[src/rtl/mem_stage.sv]
// mem_stage: consumer end of the EX->MEM pipeline interface.
// Latches an accepted EX instruction, runs its load/store on the data bus
// (lane steering, load extension, bus timeout) and emits a registered
// one-cycle MEM->WB result. Non-memory ops complete in one cycle.
// Optional feature: define MEM_ALIGN_CHECK_EN to trap misaligned
// halfword/word accesses (wb_ale) instead of forcing the aligned lane.
module mem_stage #(
    parameter int DATA_WIDTH   = 32,
    parameter int ADDR_WIDTH   = 32,
    parameter int INST_WIDTH   = 32,
    parameter int REG_WIDTH    = 5,
    parameter int LSU_OP_WIDTH = 4,
    parameter int BUS_TIMEOUT  = 255
) (
    input  logic                    clock,
    input  logic                    reset,
    input  logic                    ex_valid,
    output logic                    ex_ready,
    input  logic [INST_WIDTH-1:0]   ex_inst,
    input  logic [ADDR_WIDTH-1:0]   ex_pc,
    input  logic [DATA_WIDTH-1:0]   ex_result,
    input  logic                    ex_rd_wr_en,
    input  logic [REG_WIDTH-1:0]    ex_rd_wr_addr,
    input  logic [DATA_WIDTH-1:0]   ex_lsu_data,
    input  logic [LSU_OP_WIDTH-1:0] ex_lsu_op,
    output logic                    data_req,
    output logic                    data_we,
    output logic [ADDR_WIDTH-1:0]   data_addr,
    output logic [3:0]              data_wstrb,
    output logic [DATA_WIDTH-1:0]   data_wdata,
    input  logic                    data_ack,
    input  logic [DATA_WIDTH-1:0]   data_rdata,
    output logic                    wb_valid,
    output logic [INST_WIDTH-1:0]   wb_inst,
    output logic [ADDR_WIDTH-1:0]   wb_pc,
    output logic                    wb_rd_wr_en,
    output logic [REG_WIDTH-1:0]    wb_rd_wr_addr,
    output logic [DATA_WIDTH-1:0]   wb_result,
    output logic                    wb_bus_err,
    output logic                    wb_ale
);

    localparam int CNT_W   = (BUS_TIMEOUT > 1) ? $clog2(BUS_TIMEOUT + 1) : 1;
    localparam int TO_LAST = (BUS_TIMEOUT > 0) ? BUS_TIMEOUT - 1 : 0;
    localparam logic [CNT_W-1:0] TO_LAST_C = CNT_W'(TO_LAST);
    localparam logic TO_EN = (BUS_TIMEOUT > 0);

    localparam logic [LSU_OP_WIDTH-1:0] OP_LD_B  = LSU_OP_WIDTH'(1);
    localparam logic [LSU_OP_WIDTH-1:0] OP_LD_H  = LSU_OP_WIDTH'(2);
    localparam logic [LSU_OP_WIDTH-1:0] OP_LD_W  = LSU_OP_WIDTH'(3);
    localparam logic [LSU_OP_WIDTH-1:0] OP_LD_BU = LSU_OP_WIDTH'(4);
    localparam logic [LSU_OP_WIDTH-1:0] OP_LD_HU = LSU_OP_WIDTH'(5);
    localparam logic [LSU_OP_WIDTH-1:0] OP_ST_B  = LSU_OP_WIDTH'(8);
    localparam logic [LSU_OP_WIDTH-1:0] OP_ST_H  = LSU_OP_WIDTH'(9);
    localparam logic [LSU_OP_WIDTH-1:0] OP_ST_W  = LSU_OP_WIDTH'(10);

    typedef enum logic [0:0] {ST_IDLE = 1'b0, ST_REQ = 1'b1} state_t;

    function automatic logic op_is_load(input logic [LSU_OP_WIDTH-1:0] op);
        logic r;
        case (op)
            OP_LD_B, OP_LD_H, OP_LD_W, OP_LD_BU, OP_LD_HU: r = 1'b1;
            default: r = 1'b0;
        endcase
        return r;
    endfunction

    function automatic logic op_is_store(input logic [LSU_OP_WIDTH-1:0] op);
        logic r;
        case (op)
            OP_ST_B, OP_ST_H, OP_ST_W: r = 1'b1;
            default: r = 1'b0;
        endcase
        return r;
    endfunction

    // Byte enables; the halfword lane is chosen by a[1] only, so a[0] is ignored.
    function automatic logic [3:0] store_strb(input logic [LSU_OP_WIDTH-1:0] op,
                                              input logic [1:0] a);
        logic [3:0] r;
        case (op)
            OP_ST_B: r = 4'b0001 << a;
            OP_ST_H: r = 4'b0011 << {a[1], 1'b0};
            OP_ST_W: r = 4'b1111;
            default: r = 4'b0000;
        endcase
        return r;
    endfunction

    function automatic logic [DATA_WIDTH-1:0] store_data(input logic [LSU_OP_WIDTH-1:0] op,
                                                         input logic [DATA_WIDTH-1:0] d);
        logic [DATA_WIDTH-1:0] r;
        case (op)
            OP_ST_B: r = {4{d[7:0]}};
            OP_ST_H: r = {2{d[15:0]}};
            default: r = d;
        endcase
        return r;
    endfunction

    function automatic logic [DATA_WIDTH-1:0] load_data(input logic [LSU_OP_WIDTH-1:0] op,
                                                        input logic [1:0] a,
                                                        input logic [DATA_WIDTH-1:0] rd);
        logic [7:0]            b;
        logic [15:0]           h;
        logic [DATA_WIDTH-1:0] r;
        b = rd[{a, 3'b000} +: 8];
        h = rd[{a[1], 4'b0000} +: 16];
        case (op)
            OP_LD_B:  r = {{(DATA_WIDTH - 8){b[7]}}, b};
            OP_LD_BU: r = {{(DATA_WIDTH - 8){1'b0}}, b};
            OP_LD_H:  r = {{(DATA_WIDTH - 16){h[15]}}, h};
            OP_LD_HU: r = {{(DATA_WIDTH - 16){1'b0}}, h};
            default:  r = rd;
        endcase
        return r;
    endfunction

`ifdef MEM_ALIGN_CHECK_EN
    function automatic logic op_misaligned(input logic [LSU_OP_WIDTH-1:0] op,
                                           input logic [1:0] a);
        logic r;
        case (op)
            OP_LD_H, OP_LD_HU, OP_ST_H: r = a[0];
            OP_LD_W, OP_ST_W:           r = |a;
            default:                    r = 1'b0;
        endcase
        return r;
    endfunction
`endif

    state_t                  state_r, state_s;
    logic                    ex_ready_r, ex_ready_s;
    logic [LSU_OP_WIDTH-1:0] op_r, op_s;
    logic [INST_WIDTH-1:0]   inst_r, inst_s;
    logic [ADDR_WIDTH-1:0]   pc_r, pc_s;
    logic [DATA_WIDTH-1:0]   res_r, res_s;
    logic                    rd_en_r, rd_en_s;
    logic [REG_WIDTH-1:0]    rd_addr_r, rd_addr_s;
    logic [CNT_W-1:0]        cnt_r, cnt_s;
    logic                    data_req_r, data_req_s;
    logic                    data_we_r, data_we_s;
    logic [ADDR_WIDTH-1:0]   data_addr_r, data_addr_s;
    logic [3:0]              data_wstrb_r, data_wstrb_s;
    logic [DATA_WIDTH-1:0]   data_wdata_r, data_wdata_s;
    logic                    wb_valid_r, wb_valid_s;
    logic [INST_WIDTH-1:0]   wb_inst_r, wb_inst_s;
    logic [ADDR_WIDTH-1:0]   wb_pc_r, wb_pc_s;
    logic                    wb_rd_wr_en_r, wb_rd_wr_en_s;
    logic [REG_WIDTH-1:0]    wb_rd_wr_addr_r, wb_rd_wr_addr_s;
    logic [DATA_WIDTH-1:0]   wb_result_r, wb_result_s;
    logic                    wb_bus_err_r, wb_bus_err_s;
    logic                    wb_ale_r, wb_ale_s;
    logic                    misalign_s;
    logic                    is_mem_s;

`ifdef MEM_ALIGN_CHECK_EN
    assign misalign_s = op_misaligned(ex_lsu_op, ex_result[1:0]);
`else
    assign misalign_s = 1'b0;
`endif
    assign is_mem_s = op_is_load(ex_lsu_op) | op_is_store(ex_lsu_op);

    // Next-state logic: accept in IDLE, then wait for ack or timeout in REQ.
    always_comb begin
        state_s         = state_r;
        ex_ready_s      = ex_ready_r;
        op_s            = op_r;
        inst_s          = inst_r;
        pc_s            = pc_r;
        res_s           = res_r;
        rd_en_s         = rd_en_r;
        rd_addr_s       = rd_addr_r;
        cnt_s           = cnt_r;
        data_req_s      = data_req_r;
        data_we_s       = data_we_r;
        data_addr_s     = data_addr_r;
        data_wstrb_s    = data_wstrb_r;
        data_wdata_s    = data_wdata_r;
        wb_valid_s      = 1'b0;
        wb_inst_s       = wb_inst_r;
        wb_pc_s         = wb_pc_r;
        wb_rd_wr_en_s   = wb_rd_wr_en_r;
        wb_rd_wr_addr_s = wb_rd_wr_addr_r;
        wb_result_s     = wb_result_r;
        wb_bus_err_s    = 1'b0;
        wb_ale_s        = 1'b0;
        case (state_r)
            ST_IDLE: begin
                if (ex_valid) begin
                    op_s      = ex_lsu_op;
                    inst_s    = ex_inst;
                    pc_s      = ex_pc;
                    res_s     = ex_result;
                    rd_en_s   = ex_rd_wr_en;
                    rd_addr_s = ex_rd_wr_addr;
                    if (is_mem_s && !misalign_s) begin
                        state_s      = ST_REQ;
                        ex_ready_s   = 1'b0;
                        cnt_s        = {CNT_W{1'b0}};
                        data_req_s   = 1'b1;
                        data_we_s    = op_is_store(ex_lsu_op);
                        data_addr_s  = {ex_result[ADDR_WIDTH-1:2], 2'b00};
                        data_wstrb_s = store_strb(ex_lsu_op, ex_result[1:0]);
                        data_wdata_s = store_data(ex_lsu_op, ex_lsu_data);
                    end else begin
                        // NONE (or trapped misaligned) op: retire next cycle.
                        wb_valid_s      = 1'b1;
                        wb_inst_s       = ex_inst;
                        wb_pc_s         = ex_pc;
                        wb_rd_wr_en_s   = ex_rd_wr_en & ~misalign_s;
                        wb_rd_wr_addr_s = ex_rd_wr_addr;
                        wb_result_s     = ex_result;
                        wb_ale_s        = misalign_s;
                    end
                end else begin
                    state_s = ST_IDLE;
                end
            end
            ST_REQ: begin
                if (data_ack) begin
                    state_s         = ST_IDLE;
                    ex_ready_s      = 1'b1;
                    data_req_s      = 1'b0;
                    wb_valid_s      = 1'b1;
                    wb_inst_s       = inst_r;
                    wb_pc_s         = pc_r;
                    wb_rd_wr_addr_s = rd_addr_r;
                    if (op_is_store(op_r)) begin
                        wb_rd_wr_en_s = 1'b0;
                        wb_result_s   = res_r;
                    end else begin
                        wb_rd_wr_en_s = rd_en_r;
                        wb_result_s   = load_data(op_r, res_r[1:0], data_rdata);
                    end
                end else if (TO_EN && (cnt_r == TO_LAST_C)) begin
                    // Last allowed cycle without ack: abort the access.
                    state_s         = ST_IDLE;
                    ex_ready_s      = 1'b1;
                    data_req_s      = 1'b0;
                    wb_valid_s      = 1'b1;
                    wb_bus_err_s    = 1'b1;
                    wb_inst_s       = inst_r;
                    wb_pc_s         = pc_r;
                    wb_rd_wr_en_s   = 1'b0;
                    wb_rd_wr_addr_s = rd_addr_r;
                    wb_result_s     = res_r;
                end else begin
                    cnt_s = cnt_r + CNT_W'(1);
                end
            end
            default: begin
                state_s    = ST_IDLE;
                ex_ready_s = 1'b1;
                data_req_s = 1'b0;
            end
        endcase
    end

    // State and output registers with synchronous reset.
    always_ff @(posedge clock) begin
        if (reset) begin
            state_r         <= ST_IDLE;
            ex_ready_r      <= 1'b1;
            op_r            <= {LSU_OP_WIDTH{1'b0}};
            inst_r          <= {INST_WIDTH{1'b0}};
            pc_r            <= {ADDR_WIDTH{1'b0}};
            res_r           <= {DATA_WIDTH{1'b0}};
            rd_en_r         <= 1'b0;
            rd_addr_r       <= {REG_WIDTH{1'b0}};
            cnt_r           <= {CNT_W{1'b0}};
            data_req_r      <= 1'b0;
            data_we_r       <= 1'b0;
            data_addr_r     <= {ADDR_WIDTH{1'b0}};
            data_wstrb_r    <= 4'b0000;
            data_wdata_r    <= {DATA_WIDTH{1'b0}};
            wb_valid_r      <= 1'b0;
            wb_inst_r       <= {INST_WIDTH{1'b0}};
            wb_pc_r         <= {ADDR_WIDTH{1'b0}};
            wb_rd_wr_en_r   <= 1'b0;
            wb_rd_wr_addr_r <= {REG_WIDTH{1'b0}};
            wb_result_r     <= {DATA_WIDTH{1'b0}};
            wb_bus_err_r    <= 1'b0;
            wb_ale_r        <= 1'b0;
        end else begin
            state_r         <= state_s;
            ex_ready_r      <= ex_ready_s;
            op_r            <= op_s;
            inst_r          <= inst_s;
            pc_r            <= pc_s;
            res_r           <= res_s;
            rd_en_r         <= rd_en_s;
            rd_addr_r       <= rd_addr_s;
            cnt_r           <= cnt_s;
            data_req_r      <= data_req_s;
            data_we_r       <= data_we_s;
            data_addr_r     <= data_addr_s;
            data_wstrb_r    <= data_wstrb_s;
            data_wdata_r    <= data_wdata_s;
            wb_valid_r      <= wb_valid_s;
            wb_inst_r       <= wb_inst_s;
            wb_pc_r         <= wb_pc_s;
            wb_rd_wr_en_r   <= wb_rd_wr_en_s;
            wb_rd_wr_addr_r <= wb_rd_wr_addr_s;
            wb_result_r     <= wb_result_s;
            wb_bus_err_r    <= wb_bus_err_s;
            wb_ale_r        <= wb_ale_s;
        end
    end

    assign ex_ready      = ex_ready_r;
    assign data_req      = data_req_r;
    assign data_we       = data_we_r;
    assign data_addr     = data_addr_r;
    assign data_wstrb    = data_wstrb_r;
    assign data_wdata    = data_wdata_r;
    assign wb_valid      = wb_valid_r;
    assign wb_inst       = wb_inst_r;
    assign wb_pc         = wb_pc_r;
    assign wb_rd_wr_en   = wb_rd_wr_en_r;
    assign wb_rd_wr_addr = wb_rd_wr_addr_r;
    assign wb_result     = wb_result_r;
    assign wb_bus_err    = wb_bus_err_r;
    assign wb_ale        = wb_ale_r;

endmodule

[config.mk]
export PLATFORM = sky130hd
export DESIGN_NAME = mem_stage
export DESIGN_NICKNAME = d
export VERILOG_FILES = /design/src/rtl/mem_stage.sv
export SDC_FILE = /design/constraint.sdc
export NUM_CORES = 1
export LEC_CHECK = 0
export CORE_MARGIN = 1.5
export CORE_UTILIZATION = 30
export DETAILED_ROUTE_END_ITERATION = 12
export PLACE_DENSITY_LB_ADDON = 0.2
export SLEW_MARGIN = 40
export SYNTH_ARGS = -nofsm -noshare
export SYNTH_HDL_FRONTEND = slang
export SYNTH_SLANG_ARGS = --single-unit
[constraint.sdc]
create_clock -name clock -period 3.9 [get_ports clock]
set_clock_uncertainty 0.15 [all_clocks]
set_input_delay 0.78 -clock clock [delete_from_list [all_inputs] [get_ports clock]]
set_output_delay 0.78 -clock clock [all_outputs]
set_load 0.01 [all_outputs]
Word-level counts from Yosys, hierarchy flattened
Cells that the tools add are included.
W data, S select, Z words.
{ "word_totals": {"out_inout_bits": 176, "wordCells": 118, "in_bits": 174, "regBits": 288} }
{ "op_classes": {"eq_ne": 22, "n_addsub": 1, "n_shift": 4, "reduce_logical": 9, "muxes": 59, "n_bitwise": 2} }
{ "ops": {"columns": ["operator", "count"], "rows": [
  ["$mux W32", 13],
  ["$pmux W32 S2", 4],
  ["$pmux W32 S4", 1],
  ["$mux W8", 4],
  ["$shiftx A32 B6 Y16", 1],
  ["$shiftx A32 B6 Y8", 1],
  ["$mux W1", 25],
  ["$eq A4 B4 Y1 const B", 6],
  ["$mux W5", 4],
  ["$eq A4 B3 Y1 const B", 4],
  ["$pmux W8 S2", 1],
  ["$eq A4 B2 Y1 const B", 3],
  ["$pmux W4 S3", 1],
  ["$ne A2 B2 Y1 const B", 5],
  ["$pmux W1 S2", 5],
  ["$pmux W5 S2", 1],
  ["$reduce_and A3 Y1", 3],
  ["$reduce_or A3 Y1", 3],
  ["$add A8 B1 Y8 const B", 1],
  ["$eq A4 B1 Y1 const B", 2],
  ["$eq A8 B8 Y1 const B", 1],
  ["$reduce_or A5 Y1", 1],
  ["$reduce_and A4 Y1", 1],
  ["$shl A1 B2 Y4 const A", 1],
  ["other kinds (5)", 5]
]} }

Logic depth before layout (Yosys ltp)
Gate-level depths: netlist of run 1.
{ "logic_depth": {"word_depth": 8, "ltp_mapped": 10} }

Worst setup path after synthesis of run 1
No wires, ideal clock.
{ "synth_timing": {"path_kind": "input -> register", "start": "input ex_lsu_op[1]", "end": "register data_wdata_r[7], in the netlist data_wdata[7]", "stages": 7, "arrival_ns": 2.296, "setup_ns": 0.117, "n_path_buf": 3, "setup_slack_ns": 1.337, "t_required_ns": 3.633, "path_cell_list": "buf_2 > a21o_1 > a211oi_4 > a21oi_1 > buf_2 > buf_2 > a22o_1"} }
{ "synth_via": {"elab_chain_len": 5} }
{ "synth_rtl": {"columns": ["item", "line_no", "rtl"], "rows": [
  ["from (decl)", "25", "input logic [LSU_OP_WIDTH-1:0] ex_lsu_op,"],
  ["$eq A4 B1 Y1, or another cell as far along", "61", "case (op)"],
  ["$reduce_or A5 Y1 or $reduce_or A3 Y1 (tied branches)", "61, 70", null],
  ["$mux W1 (on tied branches)", "61, 70", null],
  ["$or A1 B1 Y1 (*)", "162", "assign is_mem_s = op_is_load(ex_lsu_op) | op_is_store(ex_lsu_op);"],
  ["$reduce_and A3 Y1 (no source line) (*)", null, null],
  ["to (signal assigned)", "276", "data_wdata_r <= {DATA_WIDTH{1'b0}};"],
  ["to (signal assigned)", "299", "data_wdata_r <= data_wdata_s;"],
  ["to (decl)", "145", "logic [DATA_WIDTH-1:0] data_wdata_r, data_wdata_s;"]
]} }
Mark *: on every way between the ends. The rest lies on a longest branch, timed or not.
A chain may end at the register's enable or synchronous reset.

Worst setup path in the final report of run 1
{ "layout_timing": {"start": "input ex_lsu_op[1]", "end": "register wb_result_r[5], in the netlist wb_result[5]"} }
{ "layout_via": {"elab_chain_len": 6} }
{ "layout_rtl": {"columns": ["item", "line_no", "rtl"], "rows": [
  ["$eq A4 B1 Y1, or another cell as far along", "61", null],
  ["$reduce_or A5 Y1 or $reduce_or A3 Y1 (tied branches)", "61, 70", null],
  ["$mux W1 (on tied branches)", "61, 70", null],
  ["$or A1 B1 Y1 (*)", "162", null],
  ["$ne A2 B2 Y1 (no source line) (*)", null, null],
  ["$reduce_and A3 Y1 (no source line) (*)", null, null],
  ["to (signal assigned)", "282", "wb_result_r <= {DATA_WIDTH{1'b0}};"],
  ["to (signal assigned)", "305", "wb_result_r <= wb_result_s;"],
  ["to (decl)", "151", "logic [DATA_WIDTH-1:0] wb_result_r, wb_result_s;"]
]} }
Marked as above.

==> results of run 1 <==
==> power groups by stage <==
stage                     clock network, uW  registers (uW)  logic (uW)
after floorplan                           0            3410         684
after global placement                    0            3370        1500
after detailed placement                  0            3370        1510
after CTS                              3320            3310        1510
after global routing                   3440            3340        1630
final                                  3220            3310        1500
==> through the flow <==
step	cells	hold slack (ps)	power, uW
after detailed placement	2168	283	4880
after global routing	2233	306	8410
final	2234	289	8030
after CTS	2228	293	8140
after global placement	2168	282	4870
after floorplan	1387	281	4100
==> per-layer routing <==
layer | global-route usage [%] | wire length, um | up-vias
met3 | 5.96 | 2980 | 67
li1 | - | - | 5488
met5 | 0 | 17 | -
met4 | 7.33 | 1190 | 2
met2 | 30.8 | 19500 | 320
met1 | 25.9 | 18600 | 5231
==> flip-flops by register name, summed over array words and instances, names as in the netlist, 8 cells and up <==
register    flops
data_wdata     32
inst_r         32
pc_r           32
res_r          32
wb_inst        32
wb_pc          32
wb_result      32
data_addr      30
cnt_r           8
==> area by class of cell <==
type	instances	area, um2	area share (%)
Antenna cell	6	15.0	0.0870
Tap cell	525	657	3.80
Multi-Input combinational cell	975	5920	34.3
Clock buffer	49	1040	6.03
Inverter	9	33.8	0.196
Clock inverter	11	95.1	0.551
Timing Repair Buffer	371	3730	21.6
Sequential cell	288	5770	33.4
==> cell usage in the layout, fill, tap and decap left out, drive strengths merged, types with 8 or more instances in the layout <==
| cell type | count |
|---|---|
| a22o | 45 |
| o2111ai | 9 |
| clkinv | 9 |
| clkbuf | 49 |
| mux2i | 99 |
| buf | 26 |
| nor2 | 111 |
| a211oi | 93 |
| a21oi | 123 |
| inv | 10 |
| nand2b | 8 |
| nand2 | 287 |
| dfxtp | 288 |
| clkdlybuf4s50 | 345 |
| o21ai | 75 |
| a2bb2o | 16 |
==> logic make-up (layout without fill, tap and decap cells) <==
family	count (synthesis)	in the layout	synth area share (%)
buf+inv	124	440	4.31
compound gates	411	411	23.4
simple gates	447	447	15.1
flops	288	288	47.4
mux	105	105	9.16
other cells	1	9	0.0308
fa+ha+maj	2	2	0.206
xor+xnor	7	7	0.504
==> cell usage after synthesis, types with 9 or more instances <==
master     count  share of area (%)
a211oi_1      81                5.0
a211oi_2      10                1.0
a21oi_1      122                5.0
a22o_1        45                3.2
a2bb2o_1      16                1.3
buf_2         32                1.3
clkbuf_1      74                2.3
dfxtp_1      288                 47
mux2i_1       99                8.1
nand2_1      287                8.9
nor2_1       111                3.4
o2111ai_1      9               0.65
o21ai_0       21               0.86
o21ai_1       52                2.1
==> how the worst min path moves through the flow <==
stage                     end  slack (ps)  depth (start not counted)
4_1_cts              data_req         290                          2
5_1_grt        data_wdata[26]         310                          2
3_5_place_dp         data_req         280                          2
6_report             data_req         290                          2
2_1_floorplan       res_r[16]         280                          2
3_3_place_gp         data_req         280                          2
==> tightest hold or removal path: stages, from the launching register on <==
cell     delay (ps)
dfxtp_1         310
nand2_1          50
nand2_1          40
==> results.sh, run 1 <==
export IMPL_fin_crit_sh_pct=74.6
export IMPL_finalSetupViolations=0
export IMPL_grt_max_degree=123
export IMPL_crit_end="wb_result[5]"
export IMPL_fin_tns_setup_ps=0
export IMPL_design_area_mm2=0.0173
export IMPL_r2r_cells=6
export IMPL_synthCells=1385
export IMPL_core_area_mm2=0.0399
export IMPL_syn_cell_area_mm2=0.0122
export IMPL_utilization_pct=43.3
export IMPL_arrival_ps=3210
export IMPL_ir_worst_vdd_mv=0.299
export IMPL_viasPerCell=4.97
export IMPL_crit_fanout=24
export IMPL_post_route_cells_drive_above_1_share_pct=6.81
export IMPL_hold_viol=0
export IMPL_clk_pin_slew_ps=60
export IMPL_synthArstFlopShare_pct=0
export IMPL_dieArea_mm2=0.0418
export IMPL_power_frac_comb_pct=18.7
export IMPL_layout_area_overhead_vs_synth_pct=41.9
export IMPL_cp_startpoint="ex_lsu_op[1]"
export IMPL_grt_pass1_vias=10600
export IMPL_yosysSeqAreaShare_pct=47.4
export IMPL_initial_core_util_pct=30.5
export IMPL_grt_usage_pct=19.9
export IMPL_syn_avg_cell_area_um2=8.79
export IMPL_worst_path_buf_inv=2
export IMPL_post_drt_wl_per_cell_um=18.9
export IMPL_critPathCaptureType="flop"
export IMPL_power_density_mw_per_mm2=465
export IMPL_num_rows=73
export IMPL_fin_crit_ps=2910
export IMPL_cts_root_buf="clkbuf_16"
export IMPL_cts_hold_buf=0
export IMPL_cpMaxStageDelayCell="clkdlybuf4s50_1"
export IMPL_cts_tree="yes"
export IMPL_switching_share_pct=27.3
export IMPL_seqPwrFrac_pct=41.3
export IMPL_synth_ff_type="dfxtp_1"
export IMPL_ff2ff_setup_slack_ps=1320
export IMPL_cts_setup_buffers=0
export IMPL_crit_chain="clkdlybuf4s50_1 > a21o_1 > a211oi_4 > or2b_1 > buf_4 > o21ai_1 > a311oi_1"
export IMPL_vias=11100
export IMPL_r2r_start="res_r[1]"
export IMPL_drtIter0Drc=694
export IMPL_synthDistinctLibCells=70
export IMPL_min_path_type="flop to flop"
export IMPL_synth_edf_count=0
export IMPL_crit_type="input port to flop"
export IMPL_leakage_uw=0.00614
export IMPL_placed_area_mm2=0.0161
export IMPL_cts_repair_resized=0
export IMPL_yosysWarnings=0
export IMPL_place_ws_ps=496
export IMPL_r2r_end="wb_result[29]"
export IMPL_required_ps=4200
export IMPL_drt_total_wl_um=42200
export IMPL_power_switching_uw=2190
export IMPL_nFillCells=3950
export IMPL_io_pins=350
export IMPL_drv_cap=0
export IMPL_power_clock_fraction_pct=40.1
export IMPL_antenna_found_initial=7
export IMPL_slew_violations=0
export IMPL_dp_hpwl_um=29500
export IMPL_io_buffers=346
export IMPL_rsz0062_at_grt="no"
export IMPL_htree_levels=2
export IMPL_finalNetCount=1856
export IMPL_clkLatencyLatePin_ps=540
export IMPL_relSlewSlack_pct=45.3
export IMPL_drcViolationCount=0
export IMPL_grt_overflow_total=0
export IMPL_worst_setup_path_start_kind="input port"
export IMPL_ant_nets=0
export IMPL_fp_dieH_um=204
export IMPL_die_w_um=204
export IMPL_fmax_ghz=0.344
export IMPL_cts_sinks=288
export IMPL_routabilityCongestion=0.857
export IMPL_tightest_slew_ps=814
export IMPL_grt_pass1_wl_um=63900
export IMPL_cts_buffers=35
export IMPL_cpPeakStageDelay_ps=620
export IMPL_first_pass_iters=5
export IMPL_clk_path_buf_depth=3
export IMPL_worst_path_stages=7
export IMPL_p_int_uw=5840
export IMPL_cp_top_family="compound AO/OA/AOI/OAI gates"
export IMPL_hold_start="data_req"
export IMPL_run_status="complete, no violations"
export IMPL_ys_ff_latch=288
export IMPL_final_setup_worst_slack_ps=990
Power figures use the tool's default switching activity.
==> inputs of run 2 (changes only) <==
Clock period 3.9 ns to 2.5 ns, I/O delays scaled along.
==> run 2 against run 1 <==
Net effect:
- critical path type is now flop to flop
- sequential power grew 56%
- combinational power rose by 65%
- count of clock-buffer cells in the layout increased by 5
==> results.sh, run 2 (same netlist as run 1, synthesis figures left out) <==
export IMPL_run_status="complete, no violations"
export IMPL_clk_path_buf_depth=3
export IMPL_dieArea_mm2=0.0418
export IMPL_initial_core_util_pct=30.5
export IMPL_power_density_mw_per_mm2=725
export IMPL_vias=11300
export IMPL_relSlewSlack_pct=44.6
export IMPL_viasPerCell=4.95
export IMPL_ant_nets=0
export IMPL_slew_violations=0
export IMPL_grt_max_degree=105
export IMPL_utilization_pct=44.7
export IMPL_grt_usage_pct=20.1
export IMPL_fin_crit_sh_pct=94.5
export IMPL_fmax_ghz=0.423
export IMPL_cts_tree="yes"
export IMPL_tightest_slew_ps=831
export IMPL_critPathCaptureType="flop"
export IMPL_final_common_cell="clkdlybuf4s50_1"
export IMPL_drcViolationCount=0
export IMPL_leakage_uw=0.00644
export IMPL_hold_viol=0
export IMPL_required_ps=2800
export IMPL_antenna_found_initial=6
export IMPL_rsz0062_at_grt="no"
export IMPL_crit_fanout=16
export IMPL_core_area_mm2=0.0399
export IMPL_cts_buffers=36
export IMPL_cts_setup_buffers=0
export IMPL_clkLatencyLatePin_ps=550
export IMPL_clk_pin_slew_ps=60
export IMPL_cts_sinks=288
export IMPL_crit_chain="nor4b_2 > and2b_1 > o31ai_4 > buf_12 > a2bb2o_1 > a211oi_1"
export IMPL_ir_worst_vdd_mv=0.468
export IMPL_worst_setup_path_start_kind="flop"
export IMPL_crit_type="flop to flop"
export IMPL_fin_tns_setup_ps=0
export IMPL_drv_cap=0
export IMPL_arrival_ps=2660
export IMPL_min_path_type="input port to flop"
export IMPL_final_cell_mix="345 x clkdlybuf4s50_1, 287 x nand2_1, 287 x dfxtp_1"
export IMPL_cpMaxStageDelayCell="nor4b_2"
export IMPL_post_drt_wl_per_cell_um=18.8
export IMPL_cpPeakStageDelay_ps=620
export IMPL_cts_root_buf="clkbuf_16"
export IMPL_grt_pass1_vias=11100
export IMPL_cts_hold_buf=0
export IMPL_placed_area_mm2=0.0166
export IMPL_finalNetCount=1904
export IMPL_io_pins=350
export IMPL_fp_dieH_um=204
export IMPL_io_buffers=346
export IMPL_hold_slack_ps=179
export IMPL_num_rows=73
export IMPL_drtIter0Drc=654
export IMPL_drt_total_wl_um=43000
export IMPL_die_w_um=204
export IMPL_fin_crit_ps=2360
export IMPL_finalSetupViolations=0
export IMPL_cts_repair_resized=0
export IMPL_grt_pass1_wl_um=65100
export IMPL_layout_area_overhead_vs_synth_pct=46.4
export IMPL_routabilityCongestion=0.910
export IMPL_grt_overflow_total=0
export IMPL_first_pass_iters=5
export IMPL_power_total_uw=12900
export IMPL_post_route_cells_drive_above_1_share_pct=9.23
export IMPL_htree_levels=2
export IMPL_dp_hpwl_um=30700
export IMPL_design_area_mm2=0.0178
[run 2: changes by cell type in the layout (fill, tap and decap cells not counted), moves of 2 or more]
cell | previous run | this run
clkbuf_1 | 5 | 11
bufinv_16 | 1 | 3
buf_12 | 6 | 18
clkinv_2 | 8 | 4
inv_6 | 1 | 3
buf_4 | 18 | 54
[run 2: stage by stage]
step	std cells	setup WS, ps
5_1_grt	2284	2.85
3_3_place_gp	2215	-151
3_5_place_dp	2215	-236
4_1_cts	2280	159
2_1_floorplan	1387	217
6_report	2286	137
[run 2: path summary, 6_finish.rpt]
kind	startpoint	endpoint	slack, ps	cells after the start
setup reg to reg	op_r[2]	wb_result[18]	140	6
hold reg to reg	data_req	data_req	290	2
hold / removal	reset	cnt_r[1]	180	2
setup / recovery	op_r[2]	wb_result[18]	140	6
[run 2: worst max-delay path, delay by kind of cell (launching register included)]
kind | cells | cell delay [ps]
buffers and inverters | 1 | 170
AO/OA/AOI/OAI | 3 | 600
flip-flops | 1 | 470
AND/OR/NAND/NOR | 2 | 870
[run 2: final cells by class]
| type | instances | area [um2] |
|---|---|---|
| antenna | 6 | 15.0 |
| clock buffer | 54 | 1050 |
| clock inverter | 11 | 145 |
| fill | 3944 | 22100 |
| inverter | 9 | 33.8 |
| multi-input combinational | 975 | 5920 |
| sequential | 288 | 5770 |
| tap | 525 | 657 |
| timing repair buffer | 418 | 4230 |
[run 2: per-layer routing]
layer / vias up / GRT usage [%] / wire length (um)
li1: 5590 / - / -
met1: 5351 / 25.5 / 18800
met2: 305 / 33.1 / 20400
met3: 76 / 4.53 / 2580
met4: 0 / 7.72 / 1150
met5: - / 0 / 0
[run 2: power breakdown]
group | internal (uW) | switching [uW] | leakage [uW] | total (uW)
Sequential | 4950 | 212 | 0.00237 | 5170
Combinational | 1250 | 1230 | 0.00349 | 2470
Clock | 3220 | 2060 | 0.000588 | 5280
